File: src/rtl/fetch_buffer_pkg.sv
// Shared constants for the instruction-fetch front end.
// Latency: n/a (constants only).
// Backpressure: n/a.
package fetch_buffer_pkg;

   // Every instruction occupies one 32-bit word.
   localparam int          INSTR_BYTES      = 4;
   // The canonical no-op (addi x0, x0, 0), shown when nothing is valid.
   localparam logic [31:0] NOP_INSTR        = 32'h00000013;
   localparam logic [63:0] DEFAULT_RESET_PC = 64'h0;

endpackage

File: src/rtl/fetch_buffer_if.sv
// Fetch-side bus bundle: instruction SRAM port plus the decode handshake.
// Latency: n/a (wiring only).
// Backpressure: out_ready from decode stalls the head entry.
interface fetch_buffer_if #(
   parameter int PC_W    = 64,
   parameter int INSTR_W = 32
);

   logic [PC_W-1:0]    imem_addr;
   logic               imem_ren;
   logic [INSTR_W-1:0] imem_rdata;
   logic               out_valid;
   logic               out_ready;
   logic [INSTR_W-1:0] out_instr;
   logic [PC_W-1:0]    out_pc;

   // Fetch buffer side.
   modport master (
      output imem_addr, imem_ren, out_valid, out_instr, out_pc,
      input  imem_rdata, out_ready
   );

   // SRAM/decode side.
   modport slave (
      input  imem_addr, imem_ren, out_valid, out_instr, out_pc,
      output imem_rdata, out_ready
   );

endinterface

File: src/rtl/fetch_buffer_fifo.sv
// Generic synchronous FIFO with clear, occupancy count and async active-low reset.
// Latency: a push is visible at pop_data the cycle after it is written.
// Backpressure: none internally; the caller must never push when full or pop when empty.
module sync_fifo_arstn #(
   parameter  int WIDTH = 8,
   parameter  int DEPTH = 4,
   localparam int CNT_W = $clog2(DEPTH + 1),
   localparam int PTR_W = $clog2(DEPTH)
) (
   input  logic             clk,
   input  logic             arst_n,
   input  logic             clear,
   input  logic             push,
   input  logic [WIDTH-1:0] push_data,
   input  logic             pop,
   output logic [WIDTH-1:0] pop_data,
   output logic [CNT_W-1:0] count
);

   logic [WIDTH-1:0] mem [DEPTH];
   logic [PTR_W-1:0] wr_ptr;
   logic [PTR_W-1:0] rd_ptr;

   // Pointers wrap at DEPTH, which need not be a power of two.
   function automatic logic [PTR_W-1:0] ptr_inc(input logic [PTR_W-1:0] p);
      return (p == PTR_W'(DEPTH - 1)) ? '0 : p + PTR_W'(1);
   endfunction

   // Storage array; no reset needed since count gates visibility.
   always_ff @(posedge clk) begin
      if (push && !clear) begin
         mem[wr_ptr] <= push_data;
      end
   end

   // Pointer and occupancy bookkeeping; clear wins over push/pop.
   always_ff @(posedge clk or negedge arst_n) begin
      if (!arst_n) begin
         wr_ptr <= '0;
         rd_ptr <= '0;
         count  <= '0;
      end else if (clear) begin
         wr_ptr <= '0;
         rd_ptr <= '0;
         count  <= '0;
      end else begin
         if (push) wr_ptr <= ptr_inc(wr_ptr);
         if (pop)  rd_ptr <= ptr_inc(rd_ptr);
         if (push && !pop)      count <= count + CNT_W'(1);
         else if (!push && pop) count <= count - CNT_W'(1);
      end
   end

   assign pop_data = mem[rd_ptr];

endmodule

File: src/rtl/fetch_buffer.sv
// Instruction-fetch front end: owns the fetch PC, reads a 1-cycle SRAM, queues {pc,instr}.
// Latency: issue at T, head valid at T+2 (T+1 with FETCH_BUFFER_BYPASS_EN defined).
// Backpressure: out_ready low holds the head; issue stops once queued + in-flight reaches DEPTH.
module fetch_buffer
   import fetch_buffer_pkg::*;
#(
   parameter  int              PC_W     = 64,
   parameter  int              INSTR_W  = 32,
   parameter  int              DEPTH    = 4,
   parameter  logic [PC_W-1:0] RESET_PC = PC_W'(DEFAULT_RESET_PC),
   localparam int              CNT_W    = $clog2(DEPTH + 1)
) (
   input  logic              clk,
   input  logic              arst_n,
   input  logic              enable,
   input  logic              redirect_valid,
   input  logic [PC_W-1:0]   redirect_pc,
   output logic [CNT_W-1:0]  count,
   fetch_buffer_if.master    bus
);

   localparam int ENTRY_W = INSTR_W + PC_W;

   logic [PC_W-1:0]    fetch_pc;
   logic [PC_W-1:0]    inflight_pc;
   logic               inflight;
   logic [PC_W-1:0]    redirect_target;
   logic [CNT_W-1:0]   fifo_count;
   logic [ENTRY_W-1:0] head_dat;
   logic [CNT_W:0]     occupancy;
   logic               head_vld;
   logic               push;
   logic               byp;
   logic               pop;
   logic               issue;
   logic               fifo_push;
   logic               fifo_pop;

   // Instruction addresses are word aligned; low two bits of the target are dropped.
   assign redirect_target = redirect_pc & ~PC_W'(3);

   // Handshake and issue control; a redirect suppresses issue, pop and the returning push.
   always_comb begin
      head_vld = (fifo_count != '0);
      push     = inflight & !redirect_valid;
`ifdef FETCH_BUFFER_BYPASS_EN
      // Empty queue: present the returning word straight to decode.
      byp      = (fifo_count == '0) & push;
`else
      byp      = 1'b0;
`endif
      pop       = (head_vld | byp) & bus.out_ready & enable & !redirect_valid;
      occupancy = {1'b0, fifo_count} + (CNT_W + 1)'(inflight) - (CNT_W + 1)'(pop);
      issue     = enable & !redirect_valid & (occupancy < (CNT_W + 1)'(DEPTH));
      // A bypassed word that decode takes immediately never enters the queue.
      fifo_push = push & !(byp & pop);
      fifo_pop  = pop & !byp;
   end

   // Fetch PC and in-flight tracking; redirect has top priority.
   always_ff @(posedge clk or negedge arst_n) begin
      if (!arst_n) begin
         fetch_pc    <= RESET_PC;
         inflight    <= 1'b0;
         inflight_pc <= '0;
      end else if (redirect_valid) begin
         fetch_pc    <= redirect_target;
         inflight    <= 1'b0;
      end else if (issue) begin
         fetch_pc    <= fetch_pc + PC_W'(INSTR_BYTES);
         inflight    <= 1'b1;
         inflight_pc <= fetch_pc;
      end else begin
         inflight    <= 1'b0;
      end
   end

   sync_fifo_arstn #(
      .WIDTH (ENTRY_W),
      .DEPTH (DEPTH)
   ) u_fifo (
      .clk       (clk),
      .arst_n    (arst_n),
      .clear     (redirect_valid),
      .push      (fifo_push),
      .push_data ({inflight_pc, bus.imem_rdata}),
      .pop       (fifo_pop),
      .pop_data  (head_dat),
      .count     (fifo_count)
   );

   // Output drive: bypass word, queue head, or NOP/zero when idle.
   always_comb begin
      bus.imem_ren  = issue;
      bus.imem_addr = fetch_pc;
      bus.out_valid = head_vld | byp;
      bus.out_instr = INSTR_W'(NOP_INSTR);
      bus.out_pc    = '0;
      if (head_vld) begin
         bus.out_instr = head_dat[INSTR_W-1:0];
         bus.out_pc    = head_dat[ENTRY_W-1:INSTR_W];
      end else if (byp) begin
         bus.out_instr = bus.imem_rdata;
         bus.out_pc    = inflight_pc;
      end
   end

   assign count = fifo_count;

endmodule
File: src/flat_wrapper.sv
// flat-port wrapper written by rule: the top's interface ports become plain ports
module fetch_buffer_flat import fetch_buffer_pkg::*;
#(
   parameter  int              PC_W     = 64,
   parameter  int              INSTR_W  = 32,
   parameter  int              DEPTH    = 4,
   parameter  logic [PC_W-1:0] RESET_PC = PC_W'(DEFAULT_RESET_PC),
   localparam int              CNT_W    = $clog2(DEPTH + 1)
)
  (clk, arst_n, enable, redirect_valid, redirect_pc, count, bus_imem_addr, bus_imem_ren, bus_out_valid, bus_out_instr, bus_out_pc, bus_imem_rdata, bus_out_ready);
  fetch_buffer_if #(.PC_W(PC_W), .INSTR_W(INSTR_W)) bus_i ();
  input  logic clk;
  input  logic arst_n;
  input  logic enable;
  input  logic redirect_valid;
  input  logic [PC_W-1:0] redirect_pc;
  output logic [CNT_W-1:0] count;
  output wire logic [$bits(bus_i.imem_addr)-1:0] bus_imem_addr;
  output wire logic [$bits(bus_i.imem_ren)-1:0] bus_imem_ren;
  output wire logic [$bits(bus_i.out_valid)-1:0] bus_out_valid;
  output wire logic [$bits(bus_i.out_instr)-1:0] bus_out_instr;
  output wire logic [$bits(bus_i.out_pc)-1:0] bus_out_pc;
  input wire logic [$bits(bus_i.imem_rdata)-1:0] bus_imem_rdata;
  input wire logic [$bits(bus_i.out_ready)-1:0] bus_out_ready;
  assign bus_imem_addr = bus_i.imem_addr;
  assign bus_imem_ren = bus_i.imem_ren;
  assign bus_out_valid = bus_i.out_valid;
  assign bus_out_instr = bus_i.out_instr;
  assign bus_out_pc = bus_i.out_pc;
  assign bus_i.imem_rdata = bus_imem_rdata;
  assign bus_i.out_ready = bus_out_ready;
  fetch_buffer #(.PC_W(PC_W), .INSTR_W(INSTR_W), .DEPTH(DEPTH), .RESET_PC(RESET_PC)) u_core (.clk(clk), .arst_n(arst_n), .enable(enable), .redirect_valid(redirect_valid), .redirect_pc(redirect_pc), .count(count), .bus(bus_i));
endmodule
File: config.mk
export PLATFORM = sky130hd
export DESIGN_NAME = fetch_buffer_flat
export DESIGN_NICKNAME = d
export VERILOG_FILES = /design/src/rtl/fetch_buffer_pkg.sv /design/src/rtl/fetch_buffer_if.sv /design/src/rtl/fetch_buffer_fifo.sv /design/src/rtl/fetch_buffer.sv /design/src/flat_wrapper.sv
export SDC_FILE = /design/constraint.sdc
export NUM_CORES = 1
export LEC_CHECK = 0
export CAP_MARGIN = 15
export CELL_PAD_IN_SITES_DETAIL_PLACEMENT = 2
export CELL_PAD_IN_SITES_GLOBAL_PLACEMENT = 2
export CORE_AREA = 3 3 233 235
export DETAILED_ROUTE_END_ITERATION = 8
export DIE_AREA = 0 0 236 238
export PLACE_DENSITY = 0.75
export SLEW_MARGIN = 20
export SYNTH_ARGS = -nofsm -noshare
export SYNTH_HDL_FRONTEND = slang
export SYNTH_SLANG_ARGS = --single-unit
File: constraint.sdc
create_clock -name clk -period 6.6 [get_ports clk]
set_input_delay 1.32 -clock clk [delete_from_list [all_inputs] [get_ports clk]]
set_output_delay 1.32 -clock clk [all_outputs]
set_load 0.05 [all_outputs]
# Yosys cells after proc, flatten, opt, wreduce, memory -nomap -nowiden
# Memory sizes are Yosys's and may differ from the RTL's.
# Cells that the tools add are included.
[totals]
reg_bits = 136
mem_bits_rw = 384
inputBits = 101
out_inout_bits = 165
wordCells = 53
n_memories = 1
[classes]
n_addsub = 7
order_cmp = 1
eq_ne = 2
mux = 17
bitwise_logic = 7
n_reduce_logical = 12
[mem_list]
columns = ["name", "words", "width", "read_ports", "rd_clocked_by_memory_dff", "wr", "line", "text"]
rows = [
  ["u_core.u_fifo.mem", 4, 96, 1, 0, 1, "fetch_buffer_fifo.sv:20", "logic [WIDTH-1:0] mem [DEPTH];"],
]
[op_table]
columns = ["cell", "n"]
rows = [
  ["64-bit 2-to-1 mux", 3],
  ["64-bit by 3-bit adder with 64-bit output (second input constant)", 1],
  ["32-bit 2-to-1 mux", 1],
  ["2-bit 2-to-1 mux", 6],
  ["3-bit 2-to-1 mux", 3],
  ["1-bit bitwise AND", 6],
  ["2-bit nonzero test", 3],
  ["3-bit nonzero test", 2],
  ["2-bit by 1-bit adder with 2-bit output (second input constant)", 2],
  ["3-bit by 1-bit adder with 4-bit output", 1],
  ["2-bit == test (second input constant)", 2],
  ["4-bit by 3-bit less-than comparator with 1-bit output (second input constant)", 1],
  ["1-bit 2-to-1 mux", 4],
  ["4-bit by 1-bit subtractor with 4-bit output", 1],
  ["3-bit by 1-bit adder with 3-bit output (second input constant)", 1],
  ["1-bit logical AND", 3],
  ["1-bit zero test", 3],
  ["3-bit by 1-bit subtractor with 3-bit output (second input constant)", 1],
  ["2-bit AND reduction", 1],
  ["1-bit inverter", 1],
]

# Depth between registers and ports, before layout
# Gate-level depths: netlist of the first run.
[depth]
ltp_word = 9
depth_mapped = 15
mapped_depth_nobuf = 13

# By module
# Synthesis of the first run repeated with hierarchy kept, for this count alone.
[unflattened]
cells_unflattened = 1251
hier_area_um2 = 21244.1
[by_module_without_submodules]
columns = ["mod", "n_inst", "cells_per_inst", "area_each_um2", "seq_area_each_um2"]
rows = [
  ["sync_fifo_arstn", 1, 546, 14271.2, 11706.2],
  ["fetch_buffer", 1, 705, 6972.9, 3128.0],
]

# Least setup slack after synthesis of the first run
# No wires, ideal clock.
[synth_timing]
path_type = "in2out"
start = "in redirect_valid"
end = "out bus_imem_ren"
t_arrival_ns = 3.867
required_time_ns = 5.280
path_slack_ns = 1.413
cell_stages = 13
path_buffers = 6
cell_sequence = "buf_6 clkbuf_1 clkbuf_1 nor2_1 ha_1 inv_1 ha_1 and3b_1 or4_1 buf_6 a21oi_4 buf_4 buf_4"
[synth_between]
elab_chain_cells = 5
word_cells_on_any_way = 6
cone_classes = "add/sub (1); order compare (1); bitwise (3); reduce/logical (1)"
[synth_lines]
columns = ["item", "line", "text"]
rows = [
  ["start: declaration", "flat_wrapper.sv:15", "input logic redirect_valid;"],
  ["1-bit zero test (*)", "fetch_buffer.sv:52, fetch_buffer.sv:54", ""],
  ["1-bit bitwise AND", "fetch_buffer.sv:52", "pop = (head_vld | byp) & bus.out_ready & enable & !redirect_valid;"],
  ["4-bit by 1-bit subtractor with 4-bit output", "fetch_buffer.sv:53", "occupancy = {1'b0, fifo_count} + (CNT_W + 1)'(inflight) - (CNT_W + 1)'(pop);"],
  ["4-bit by 3-bit less-than comparator with 1-bit output", "fetch_buffer.sv:54", "issue = enable & !redirect_valid & (occupancy < (CNT_W + 1)'(DEPTH));"],
  ["1-bit bitwise AND (*)", "fetch_buffer.sv:54", ""],
  ["end: declaration", "flat_wrapper.sv:19", "output wire logic [$bits(bus_i.imem_ren)-1:0] bus_imem_ren;"],
]
# Mark *: on every way between the ends. The rest lies on a longest branch, timed or not.

# Worst setup path after layout of the first run
[layout_timing]
start = "in enable"
end = "out bus_imem_ren"
[layout_between]
elab_chain_cells = 5
word_cells_on_any_way = 6
cone_classes = "add/sub (1); order compare (1); bitwise (4)"
[layout_lines]
columns = ["item", "line", "text"]
rows = [
  ["start: declaration", "flat_wrapper.sv:14", "input logic enable;"],
  ["1-bit bitwise AND (2 in series)", "fetch_buffer.sv:52", ""],
  ["4-bit by 1-bit subtractor with 4-bit output", "fetch_buffer.sv:53", ""],
  ["4-bit by 3-bit less-than comparator with 1-bit output", "fetch_buffer.sv:54", ""],
  ["1-bit bitwise AND (*)", "fetch_buffer.sv:54", ""],
]
# Marked as above.

==> results by stage, run 1 <==
Synth:
- The synthesized design contains about 510 register bits.
- Counting every instance in the synthesized netlist gives roughly 1200.
- The mean instance size in the synthesized netlist is roughly 17 um^2.
- For this run, the leading register cell type out of synthesis is edfxtp_1.
- Sequential cells were found to cover a little over two thirds of the synthesized design area.
- The share of flip-flops with an asynchronous set or reset is 26.0%.
- The netlist uses 57 different library cells.
- By area the synthesized netlist is led by edfxtp_1, dfrtp_1, mux4_2.
- The cell area after synthesis is approximately 21000 um^2.
- During synthesis, Yosys emitted a total of 0 warnings.
- The commonest cells after synthesis are edfxtp_1, dfrtp_1, and2_1.
- The number of flops mapped to enable cells by yosys is 376.
- The most instantiated library cell after synthesis is edfxtp_1.
- The largest area contributor in the netlist is edfxtp_1.
- The proportion of netlist area held by the largest area contributor is 54.2%.

Pwr:
- The internal power summed over all cells is roughly 7.3 mW.
- The overall power consumption is between 10 and 15 mW.
- Net switching is between 30% and 40% of the power.
- The worst-case vdd ir drop is 259 uV.
- The analysis attributes to cell leakage a power of roughly 8.8 nW.
- The fraction of power consumed by the clock network is around a quarter.
- The share of total power dissipated in combinational logic is 35.3%.
- Of the total power, registers draw around two fifths.
- The power density of the placed cells is roughly 450 nW/um^2.
- Summed over all nets, the switching power comes to roughly 4.3 mW.

Setup path:
- The kind of launch point of the worst setup path is an input port.
- The critical path arrival is about 4.3 ns.
- The nature of the critical path endpoint is an output port.
- By startpoint and endpoint, the worst setup path is classified as input port to output port.
- The required time of the critical path is roughly 5.3 ns.
- The maximum net fanout on the critical path is 8.

Global route:
- The wire length of the first global-routing pass is between 80 and 90 mm.
- The via count of the first global-routing pass is 13500.
- The total routing usage reported by global routing is about a fifth.
- Entering global routing, the biggest net connects 71 pins.
- The initial antenna violation count is 7.
- For this run the aggregate overflow at the end of global routing stands at 0.

STA:
- The number of pins exceeding their max-slew limit in the final report was 0.
- Setup repair after global routing left no endpoint under its margin.
- The slew at the pin closest to its max-slew limit is ~1.0 ns.
- The worst path meets setup with just under 1 ns of slack.
- Clock skew on the completed layout was measured at between 0.015 and 0.02 ns.
- Hold is met by 0.516 ns.
- The maximum clock rate is 178 MHz.
- The worst-case headroom to the max-slew limit is roughly a third.
- The final critical path takes up a little under nine tenths of the cycle.
- The final setup TNS is 0 ns.
- The count of final hold-check violations is 0.
- Setup violations remaining at the end of the flow were counted as 0.
- The final critical path time including I/O delays and setup is ~5.6 ns.

Min path:
- The type of the tightest min-delay check is flip-flop to flip-flop.

Clock tree:
- The count of buffers added by post-CTS timing repair for setup is 0.
- Counting the buffers created by CTS gives 54.
- The number of levels the H-tree was split into is 2.
- The buffer levels on the longest clock path is 3.
- The count of cells resized by post-cts repair is 0.
- The root buffer selected by CTS is clkbuf_16.
- Clock latency on the worst-skew pair, taken at its later pin, is 0.60 ns.
- TritonCTS built the clock tree.
- The number of clock sinks seen by CTS is 508.
- Clock-pin slew was measured on the worst setup and hold paths at 0.06 ns.
- The number of hold buffers added after CTS was 0.

Floorplan:
- The floorplan has between 80 and 90 rows.
- The floorplan die area is 56200 um^2.
- In this run the count of I/O pins placed on the die edge is between 200 and 300.
- The initial utilization of the core area, before any placement, comes to 39.8%.
- The floorplan step set the die height to 238 um.
- The region available for standard cell placement spans roughly 52000 um^2.
- The die is ~240 um wide.

Cells and area:
- The area occupied by multi-input gates is ~5900 um^2.
- The register area is 14600 um^2.
- Summing all non-filler instances in the final layout gives an area of around 26000 um^2.
- Counting the fill cells in the layout gives 4730.
- The final layout net count is about 1600.
- The share of final-layout standard cells stronger than drive strength 1 is a little under a fifth.
- At the end of the flow the core is filled with cells to between 40% and 50%.
- The count of cells in the finished layout, fillers not included, comes to 2248.
- The area growth from synthesis to layout is 24.6%.

Route:
- The total number of vias is approximately 12000.
- Dividing the detail-routed wire length by the instance count gives about 27 um.
- The routed design uses ~30 mm of met2 wire.
- The remaining antenna violation count after routing is 0.
- The met3 layer wire length in the routed design is about 3.4 mm.
- The number of DRC violations after detailed-routing iteration 0 is ~730.
- The detailed-route vias per instance is about 5.3.
- The total length of routed wires is just under 60 mm.
- Before antenna repair, the detailed router went through 4 iterations.
- The number of remaining DRC errors is 0.
- The met1 layer wirelength in the final routing is between 20 and 25 mm.
- The topmost layer with routed signal wires is met5.

Place:
- Once placement finished, the instance area stood at ~24000 um^2.
- Port buffering added 259 buffers.
- The congestion estimate from routability-driven global placement came to ~0.76.
- The HPWL after detailed placement is 37.8 mm.
- Before CTS, the worst setup slack after placement is roughly 0.75 ns.
- The number of placed cells counting well taps is about 2100.

Job:
- Max-cap violations in this run came to 0.

Run status:
- The flow ran to the end, and the final reports show no timing, DRC or antenna violations.
final timing paths:
check                                             from                       end  slack [ns]  depth (start not counted)
max in group asynchronous                       arst_n  u_core.bus.imem_addr[43]        4.35                          2
worst min-delay path            u_core.inflight_pc[26]  u_core.u_fifo.mem[2][58]        0.52                          0
worst max register to register  u_core.u_fifo.count[2]    u_core.inflight_pc[57]        1.49                         15
worst max-delay path                            enable              bus_imem_ren        0.97                         10
min in group asynchronous                       arst_n  u_core.bus.imem_addr[16]        0.73                          1
worst min register to register  u_core.inflight_pc[26]  u_core.u_fifo.mem[2][58]        0.52                          0
final cells by class:
type                    count  area share, %
well taps                 688           3.31
clock inverters            21          0.891
diodes                      5         0.0482
flip-flops and latches    508           56.2
multi-input cells         654           22.8
inverters                  13          0.193
clock buffers              80           5.92
repair buffers            279           10.6
cell usage in the layout (no fill, tap or decap), drive strengths merged, types with 13 or more instances in the layout:
cell / instances
nand4: 24
dfrtp: 132
inv: 14
buf: 23
mux4: 94
and3: 15
nand2: 77
o21ai: 54
xor2: 30
nor2: 24
clkinv: 14
edfxtp: 376
xnor2: 22
nor4: 13
clkdlybuf4s50: 256
and2: 100
clkbuf: 80
nand3: 38
mux2: 68
metal layers:
layer / track usage (%) / vias up
met4: 4.68 / 8
li1: - / 5288
met1: 27.7 / 6376
met3: 4.83 / 72
met2: 36.3 / 282
met5: 0 / -
critical path, cell delays in order:
cell and delay [ns]:
clkdlybuf4s50_1 0.65, nand3_1 0.35, nor2_1 0.20, ha_1 0.16, inv_1 0.04, ha_1 0.25, and3b_1 0.22, or4_1 0.67
a21oi_4 0.26, buf_12 0.17
state kept, by name (all words and copies together) (netlist names):
name and flops:
u_core.bus.imem_addr 62, u_core.inflight 1, u_core.inflight_pc 62, u_core.u_fifo.count 3
u_core.u_fifo.mem 376, u_core.u_fifo.rd_ptr 2, u_core.u_fifo.wr_ptr 2
cells by family after synthesis:
| family | count (synthesis) | share of synthesized area (%) |
|---|---|---|
| AOI/OAI and AO/OA | 74 | 2.26 |
| xor gates and xnor gates | 52 | 2.18 |
| adders and majority gates | 10 | 0.636 |
| buffers and inverters | 74 | 1.70 |
| DFF | 508 | 70.0 |
| muxes | 168 | 14.1 |
| other | 1 | 0.0180 |
| and+or+nand+nor | 346 | 9.09 |
power groups by stage:
| stage | Sequential, mW | Combinational, mW | Clock, mW |
|---|---|---|---|
| after CTS | 4.46 | 4.16 | 3.11 |
| after global routing | 4.53 | 4.30 | 3.25 |
| after global placement | 4.45 | 4.07 | 0 |
| after floorplan | 4.50 | 2.58 | 0 |
| final | 4.45 | 4.08 | 3.04 |
| after detailed placement | 4.52 | 4.13 | 0 |
Note: power is estimated with default switching activity, not from simulation.
==> inputs of run 2 (changes only) <==
--- a/config.mk
+++ b/config.mk
@@ -11,6 +11,7 @@
 export CORE_AREA = 3 3 233 235
 export DETAILED_ROUTE_END_ITERATION = 8
 export DIE_AREA = 0 0 236 238
+export GPL_TIMING_DRIVEN = 0
 export PLACE_DENSITY = 0.75
 export SLEW_MARGIN = 20
 export SYNTH_ARGS = -nofsm -noshare
==> run 2 against run 1 <==
  * Die area is the same
  * First-iteration DRC count rose by 1.9%
  * Final cell count grew 2.0%
  * Combinational power up 3%
  * Worst setup slack got worse by 0.71 ns
  * Highest routed layer is now met4
==> results by stage, run 2 (synthesis results as in run 1) <==
Floorplan:
- The starting utilization of the core area came to 39.8% (unchanged).
- The standard cell core area is 52400 um^2 (unchanged).
- The overall die width is 236 um (unchanged).
- The row count is 84 (unchanged).
- The top-level I/O count is 266 (unchanged).
- The floorplan die area was 56200 um^2 (unchanged).
- The die height is 238 um (unchanged).

Run status:
- Run status: complete, no violations (unchanged).

Cells and area:
- The commonest non-fill, non-tap cell in the layout is edfxtp_1 (unchanged).
- Most frequent cells in the layout: edfxtp_1, clkdlybuf4s50_1, dfrtp_1, and2_1, mux4_2 (unchanged).
- The post-route non-filler standard cell count is 2294 (was 2248).
- The antenna diode count is 0 (was 5).
- The cell area after layout is 26300 um^2 (was 26000 um^2).
- The final layout net count is 1670 (was 1621).
- The area growth from synthesis to layout is 26.2% (was 24.6%).
- The share of final-layout standard cells stronger than drive strength 1 came to 18.4% (was 18.6%).
- The largest register by flop count is u_core.u_fifo.mem (unchanged).
- The number of fill cells was 4735 (was 4730).
- The flip-flop count of the largest register after layout came to 376 (unchanged).

Route:
- The total number of vias is 12400 (was 12000).
- The wire length per cell is 27.4 um (was 26.5 um).
- The remaining antenna violation count after routing is 0 (unchanged).
- The number of remaining DRC errors is 0 (unchanged).
- The length of the first detailed-routing pass in iterations is 4 (unchanged).
- The detailed-route vias per instance is 5.41 (was 5.35).
- The number of DRC violations after detailed-routing iteration 0 is 746 (was 732).
- The total length of routed wires is 63.0 mm (was 59.6 mm).

Setup path:
- The launching point of the worst reg2reg path is u_core.u_fifo.count[0] (was u_core.u_fifo.count[2]).
- The critical path arrival came to 5.02 ns (was 4.31 ns).
- The path depth of the worst reg2reg path is 13 (was 15).
- The worst-case register-to-register setup slack is 1.88 ns (was 1.49 ns).
- The required time of the critical path came to 5.28 ns (about the same).
- The maximum net fanout on the critical path was 10 (was 8).
- The nature of the critical path endpoint was an output port (unchanged).
- The critical path class is input port to output port (unchanged).
- The end of the worst register-to-register path is u_core.bus.imem_addr[63] (was u_core.inflight_pc[57]).
- The kind of launch point of the worst setup path was an input port (unchanged).
- The beginning of the critical path is enable (unchanged).

Global route:
- The maximum number of pins on one net before global-route repair is 78 (was 71).
- The total congestion overflow after global routing is 0 (unchanged).
- The initial antenna violation count is 0 (was 7).
- The met3 capacity usage during global routing is 4.31% (was 4.83%).
- The met2 layer usage reported by global route came to 39.1% (was 36.3%).
- The met1 routing resource usage after global routing is 29.5% (was 27.7%).
- The most crowded layer after global routing is met2 (unchanged).
- The wire length of the first global-routing pass is 94.1 mm (was 89.7 mm).
- The via count of the first global-routing pass is 13900 (was 13500).
- The total routing usage reported by global routing is 22.4% (was 21.2%).

STA:
- The period utilization is 96.1% (was 85.3%).
- The worst-case headroom to the max-slew limit came to 32.2% (was 32.6%).
- The maximum clock rate was 158 MHz (was 178 MHz).
- The final critical path time including I/O delays and setup is 6.34 ns (was 5.63 ns).
- The number of setup violations in the final report is 0 (unchanged).
- The final setup skew is 0.0201 ns (was 0.0177 ns).
- Unrepaired setup endpoints after global routing: false (unchanged).
- The number of pins exceeding their max-slew limit in the final report is 0 (unchanged).
- The final setup TNS is 0 ns (unchanged).
- The slew at the pin closest to its max-slew limit came to 1.01 ns (about the same).
- The count of final hold-check violations is 0 (unchanged).

Job:
- The count of max-cap constraint violations is 0 (unchanged).

Min path:
- The type of the tightest min-delay check is flip-flop to flip-flop (unchanged).
- The origin of the worst min-delay path is u_core.inflight_pc[10] (was u_core.inflight_pc[26]).
- The number of cells on the worst hold path is 0 (unchanged).
- The endpoint of the worst hold path is u_core.u_fifo.mem[2][42] (was u_core.u_fifo.mem[2][58]).

Clock tree:
- The number of levels the H-tree was split into was 2 (unchanged).
- The number of clock sinks seen by CTS is 508 (unchanged).
- The root buffer selected by CTS is clkbuf_16 (unchanged).
- The count of cells resized by post-cts repair was 4 (was 0).
- The buffer levels on the longest clock path was 3 (unchanged).
- The count of hold buffers inserted by post-cts repair came to 0 (unchanged).
- The count of buffers added by post-CTS timing repair for setup was 0 (unchanged).
- The number of buffers added by the clock tree synthesis step is 55 (was 54).
- The clock insertion delay at the later pin of the skew report came to 0.61 ns (was 0.60 ns).
- The CTS tree is yes (unchanged).
- The clock transition time at the flip-flop clock pins of the worst setup and hold paths is 0.06 ns (about the same).

Place:
- The number of placed cells counting well taps was 2192 (was 2142).
- The final weighted congestion in routability-driven placement is 0.778 (was 0.759).
- The port buffer count is 259 (unchanged).
- The placed instance area is 24600 um^2 (was 24200 um^2).
- The detailed placement HPWL is 43.0 mm (was 37.8 mm).

Pwr:
- The power density of the placed cells is 441 nW/um^2 (was 445 nW/um^2).
- The worst-case vdd ir drop came to 209 uV (was 259 uV).
- The total leakage power is 8.96 nW (was 8.81 nW).
- The overall power consumption is 11.6 mW (about the same).
==> run 2: cell types whose count changed in the layout (fill, tap and decap cells not counted), moves of 3 or more <==
cell,delta
buf_4,-11
buf_1,+7
buf_2,+9
clkbuf_1,+31
inv_6,+3
clkbuf_8,-3
diode_2,-5
buf_16,+9
==> run 2: area by class of cell <==
class | instances | area [um^2] | share of cell area, %
flip-flops and latches | 508 | 14600 | 55.5
multi-input cells | 654 | 5930 | 22.5
repair buffers | 268 | 2850 | 10.8
clock buffers | 81 | 1530 | 5.83
well taps | 688 | 861 | 3.27
plain buffers | 59 | 300 | 1.14
clock inverters | 23 | 190 | 0.723
inverters | 13 | 48.8 | 0.186
==> run 2: routing by layer <==
layer | part of all wire, % | up-vias
met4 | 1.5 | 0
met3 | 5.4 | 61
met1 | 42 | 6627
met2 | 51 | 351
met5 | 0 | -
li1 | - | 5374
==> run 2: power by group <==
part / internal, mW / switching (mW)
Clock: 1.69 / 1.28
Combinational: 1.51 / 2.70
Sequential: 4.03 / 0.391
==> run 2: worst max-delay path by stage <==
stage	to	slack, ns	depth (start not counted)
final	bus_imem_ren	0.26	13
after global routing	bus_imem_ren	0.03	14
after CTS	bus_imem_ren	0.07	14
after detailed placement	bus_imem_ren	-1.19	15
after global placement	u_core.inflight_pc[55]	-1.88	1
after floorplan	bus_imem_ren	1.41	13
==> run 2: worst max-delay path, stage by stage <==
cell	delay, ns
clkdlybuf4s50_1	0.68
nand3_1	0.34
nor2_1	0.19
ha_1	0.17
inv_1	0.05
ha_1	0.26
and3b_1	0.22
or4_1	0.44
buf_6	0.17
a21oi_4	0.19
buf_4	0.28
buf_4	0.25
clkdlybuf4s15_2	0.44
==> run 2: stage by stage <==
stage / worst slack [ns] / hold slack [ns] / utilization, %
global placement: -1.88 / 0.483 / 46.4
detailed placement: -1.19 / 0.507 / 46.9
global route: 0.0280 / 0.539 / 50.2
finish: 0.261 / 0.521 / 50.2
floorplan: 1.41 / 0.472 / -
CTS: 0.0733 / 0.523 / 50.2
==> inputs of run 3 (changes only) <==
--- a/config.mk
+++ b/config.mk
@@ -5,7 +5,7 @@
 export SDC_FILE = /design/constraint.sdc
 export NUM_CORES = 1
 export LEC_CHECK = 0
-export CAP_MARGIN = 15
+export CAP_MARGIN = 20
 export CELL_PAD_IN_SITES_DETAIL_PLACEMENT = 2
 export CELL_PAD_IN_SITES_GLOBAL_PLACEMENT = 2
 export CORE_AREA = 3 3 233 235
==> results of run 3 <==
No change in the layout: final DEF, timing and power equal those of run 2.
